**config.mk**
```make
export PLATFORM = sky130hd
export DESIGN_NAME = qpsk_bit_splitter
export DESIGN_NICKNAME = d
export VERILOG_FILES = /design/src/rtl/qpsk_bit_splitter.sv
export SDC_FILE = /design/constraint.sdc
export NUM_CORES = 1
export LEC_CHECK = 0
export ABC_AREA = 0
export BUFFER_PORTS_ARGS = -buffer_cell sky130_fd_sc_hd__buf_2
export CAP_MARGIN = 30
export CORE_MARGIN = 2
export CORE_UTILIZATION = 48
export DETAILED_ROUTE_END_ITERATION = 10
export GPL_ROUTABILITY_DRIVEN = 0
export PLACE_DENSITY = 0.73
export REMOVE_ABC_BUFFERS = 1
export SYNTH_ARGS = -nofsm -noshare
export SYNTH_HDL_FRONTEND = slang
export SYNTH_SLANG_ARGS = --single-unit
```
**constraint.sdc**
```tcl
create_clock -name clk -period 1.61 [get_ports clk]
set_input_delay 0.0805 -clock clk [delete_from_list [all_inputs] [get_ports clk]]
set_output_delay 0.0805 -clock clk [all_outputs]
set_load 0.02 [all_outputs]
```
**src/rtl/qpsk_bit_splitter.sv**
```systemverilog
// Pairs a serial bit stream into QPSK symbols (even bit -> I, odd bit -> Q) and
// holds each symbol for SYM_LEN clocks, with gapless back-to-back symbols.
module qpsk_bit_splitter #(
  parameter int SYM_LEN    = 52,
  parameter int PAIR_DEPTH = 2
) (
  input  logic clk,
  input  logic reset,
  input  logic bit_in,
  input  logic bit_valid,
  output logic bit_ready,
  output logic i_bit,
  output logic q_bit,
  output logic sym_active,
  output logic sym_start,
  output logic underrun
);

  localparam int CNT_W  = (SYM_LEN > 1) ? $clog2(SYM_LEN) : 1;
  localparam int PTR_W  = (PAIR_DEPTH > 1) ? $clog2(PAIR_DEPTH) : 1;
  localparam int FCNT_W = $clog2(PAIR_DEPTH + 1);
  localparam logic [CNT_W-1:0]  LAST_CNT = CNT_W'(SYM_LEN - 1);
  localparam logic [FCNT_W-1:0] FULL_CNT = FCNT_W'(PAIR_DEPTH);

  typedef enum logic {IDLE, RUN} state_t;

  state_t            state_reg, state_next;
  logic [CNT_W-1:0]  cnt_reg, cnt_next;
  logic              half_reg, half_i_reg;
  logic [1:0]        fifo_mem [PAIR_DEPTH];
  logic [PTR_W-1:0]  wr_ptr_reg, rd_ptr_reg;
  logic [FCNT_W-1:0] count_reg;
  logic              i_reg, q_reg, start_reg, under_reg;
  logic              fifo_empty, fifo_full, accept, push, pop, underrun_next;
  logic [1:0]        head;

  assign fifo_empty = (count_reg == '0);
  assign fifo_full  = (count_reg == FULL_CNT);
  // Only the pair-completing bit needs FIFO space, so a half bit is always taken.
  assign bit_ready  = !(fifo_full && half_reg);
  assign accept     = bit_valid && bit_ready;
  assign push       = accept && half_reg;
  assign head       = fifo_mem[rd_ptr_reg];

  assign i_bit      = i_reg;
  assign q_bit      = q_reg;
  assign sym_active = (state_reg == RUN);
  assign sym_start  = start_reg;
  assign underrun   = under_reg;

  always_comb begin
    state_next    = state_reg;
    cnt_next      = cnt_reg;
    pop           = 1'b0;
    underrun_next = 1'b0;
    case (state_reg)
      IDLE: begin
        if (!fifo_empty) begin
          pop        = 1'b1;
          cnt_next   = '0;
          state_next = RUN;
        end
      end
      RUN: begin
        if (cnt_reg == LAST_CNT) begin
          cnt_next = '0;
          if (!fifo_empty) begin
            pop = 1'b1;
          end else begin
            state_next    = IDLE;
            underrun_next = 1'b1;
          end
        end else begin
          cnt_next = cnt_reg + 1'b1;
        end
      end
      default: state_next = IDLE;
    endcase
  end

  always_ff @(posedge clk) begin
    if (push) begin
      fifo_mem[wr_ptr_reg] <= {half_i_reg, bit_in};
    end
  end

  always_ff @(posedge clk or negedge reset) begin
    if (!reset) begin
      state_reg  <= IDLE;
      cnt_reg    <= '0;
      half_reg   <= 1'b0;
      half_i_reg <= 1'b0;
      wr_ptr_reg <= '0;
      rd_ptr_reg <= '0;
      count_reg  <= '0;
      i_reg      <= 1'b0;
      q_reg      <= 1'b0;
      start_reg  <= 1'b0;
      under_reg  <= 1'b0;
    end else begin
      state_reg <= state_next;
      cnt_reg   <= cnt_next;
      start_reg <= pop;
      under_reg <= underrun_next;
      if (accept) begin
        half_reg <= !half_reg;
        if (!half_reg) begin
          half_i_reg <= bit_in;
        end
      end
      if (push) begin
        wr_ptr_reg <= wr_ptr_reg + 1'b1;
      end
      if (pop) begin
        rd_ptr_reg <= rd_ptr_reg + 1'b1;
        i_reg      <= head[1];
        q_reg      <= head[0];
      end
      case ({push, pop})
        2'b10:   count_reg <= count_reg + 1'b1;
        2'b01:   count_reg <= count_reg - 1'b1;
        default: count_reg <= count_reg;
      endcase
    end
  end

endmodule

```
==> qor.txt <==
Minimum clock period: 1.55 ns
Pint: 1310 µW
Slowest-stage cell, CP: dfrtp_1
Tcrit/Tclk final: 96.6%
Vias per cell: 4.96
Largest register FFs: 6
Final Util: 65.0%
Fillers: 153
Setup crit start: count_reg[1]
Drt first pass iters: 4
Arrival time worst endpoint: 1.75 ns
Pins over their slew limit: 0
FP Rows: 15
Via count: 610
Reg2reg start: count_reg[1]
Global-route wire length before repair: 2.50 mm
Clock transition at the registers of the reported paths: 0.12 ns
Worst setup path class: flop to flop
Setup Skew: 0.00581 ns
Synth top area share: 45.6%
Initial core utilization: 52.4%
IO Count: 10
Post-DRT Antenna Nets: 0
Clk sinks: 21
CP Cell Sequence: o21bai_1 > o31ai_4 > ha_4 > xnor2_1 > nor2_2 > xor2_1
Avg Cell Area, Syn: 12.6 µm²
Hold WS: 0.0232 ns
Die Wd: 48.1 µm
# Max-Cap Violations: 0
Setup_tns: 0 ns
Cell count after synthesis: 74
Final hold vios: 0
WL final: 1.57 mm
Hold crit path type: input pin to flop
Total Nets Final: 105
Synth cell types: 27
CORE AREA: 1780 µm²
Seq pwr share: 46.7%
Die H: 48.1 µm
Setup crit end kind: flop
Htree depth: 1
DP HPWL: 1.01 mm
Register area share after synthesis: 58.4%
ANT cells: 0
Yosys Warn Count: 0
Pwr/cell area: 1760 nW/µm²
Grt ovf: 0
Clock Latency Late Sink: 0.30 ns
CTS tree: built
Switch share: 35.5%
DRC Markers: 0
Largest net degree at the start of global routing: 18
I/O Buffers: 9
Synth Register Bits: 21
Clk pwr share: 12.5%
Die Area: 2310 µm²
Initial DRC count: 10
Area of the multi-input gates: 409 µm²
Root buffer cell: clkbuf_4
Layout cells sized above 1: 36.7%
Outcome: finished, final reports clean
Vias in the first global route: 594
Slew headroom: 74.8%
# setup viols final: 0
Worst path max stage delay: 0.48 ns
Actual slew at the worst max-slew pin: 0.375 ns
F_max: 0.643 GHz
Total track usage: 15.9%
Area leader, netlist: dfrtp_1
Synth-to-layout area growth: 24.1%
Worst Path Required: 1.80 ns
Drt wl/cell: 12.8 µm
Comb pwr share: 40.8%
Critical Path Start Type: flop
FF/Latch Area: 547 µm²
Post-Syn Area: 933 µm²
P_sw: 724 µW
Maximum vdd ir drop: 0.000971 V
Worst-path fanout max: 6
Dominant cells by area after synthesis: dfrtp_1 (46%), edfxtp_1 (13%), xor2_1 (3.8%), mux2_2 (3.6%), o21ai_0 (3.2%)
Start point of the worst hold path: bit_valid
Max Root-Sink Buffers: 2
Initial antenna violation count: 0
Leakage: 0.000503 µW
Total CTS buffers: 3
==> synthesized netlist by cell type <==
cell type	n
o31ai_4	1
o211ai_1	1
nor2b_1	2
nor2_2	1
nand3b_1	1
xnor2_1	3
nor3_1	2
mux2_4	2
a22o_1	1
nand3_1	2
nor2_1	4
nand2b_1	3
o21ai_1	1
dfrtp_1	17
o21bai_1	1
inv_1	1
buf_2	1
edfxtp_1	4
and3_1	1
xor2_1	4
or4b_1	1
nand2_1	7
mux2_2	3
and2_1	1
ha_1	2
nand3b_4	1
o21ai_0	6
==> stage by stage <==
stage	instance area (µm²)	total power [µW]	instances	worst slack (ns)
6_report	1160	2040	123	0.0555
3_5_place_dp	1050	1640	113	-0.00690
3_3_place_gp	1050	1610	113	0.0761
4_1_cts	1120	1940	121	0.00973
2_1_floorplan	928	1430	73	-0.0795
5_1_grt	1160	2200	123	-0.0476
==> worst max-delay path: cells and delay by family (launching register included) <==
kind	cells	cell delay (ns)
fa+ha+maj	1	0.18
xor+xnor	2	0.32
flops	1	0.48
simple gates	1	0.06
compound gates	2	0.41
==> layout by cell type, fill, tap and decap left out, types with 2 or more instances in the layout <==
cell type / Yosys / final
dfrtp_1: 17 / 16
buf_4: 0 / 10
buf_2: 1 / 9
nand2_1: 7 / 7
o21ai_0: 6 / 6
xor2_1: 4 / 4
edfxtp_1: 4 / 4
nor2_1: 4 / 3
xnor2_1: 3 / 3
mux2_2: 3 / 3
clkbuf_4: 0 / 3
nand2b_1: 3 / 2
nor2_2: 1 / 2
nor3_1: 2 / 2
nand3_1: 2 / 2
nor2b_1: 2 / 2
mux2_4: 2 / 2
ha_4: 0 / 2
dlygate4sd3_1: 0 / 2
==> cell families (layout without fill, tap and decap cells) <==
kind of cell	count (synthesis)	count (layout)	synth area share [%]
flip-flops	21	21	58.4
buffers and inverters	2	26	0.937
AND/OR/NAND/NOR	26	26	16.0
multiplexers	5	5	6.84
AO/OA/AOI/OAI	11	11	8.58
adder cells (fa/ha/maj)	2	2	2.68
XOR/XNOR	7	7	6.57
==> power by group through the flow <==
stage	registers, µW	clock network, µW	logic, µW
floorplan	966	0	463
global placement	945	0	667
detailed placement	961	0	684
CTS	947	261	736
global route	984	290	921
finish	952	253	831
==> layer usage <==
layer	vias to the layer above	share of wire (%)	global-route usage, %
met2	11	45	23.7
met4	0	0.70	8.11
li1	305	-	-
met3	2	3.1	3.33
met5	-	0	0
met1	292	51	21.9
==> repair_timing <==
item,in CTS,in global routing
endpoints found under the hold margin,19,0
setup endpoints to repair,1,2
buffers inserted,2,2
resized for setup,2,5
hold buffers,2,0
pin swaps,1,2
==> final timing paths <==
check / to / slack [ns] / cells after the start
min in group asynchronous: cnt_reg[5] / 0.21 / 2
max in group asynchronous: count_reg[0] / 1.10 / 2
worst max register to register: count_reg[1] / 0.06 / 6
worst min register to register: wr_ptr_reg / 0.50 / 1
worst max-delay path: count_reg[1] / 0.06 / 6
worst min-delay path: half_reg / 0.02 / 3
==> area by class of cell <==
type / count / area share, %
Sequential cell: 21 / 47.2
Timing Repair Buffer: 21 / 12.1
Inverter: 1 / 0.324
Clock inverter: 1 / 0.432
Tap cell: 25 / 2.70
Clock buffer: 3 / 1.94
Multi-Input combinational cell: 51 / 35.3
(Power assumes the default switching activity.)
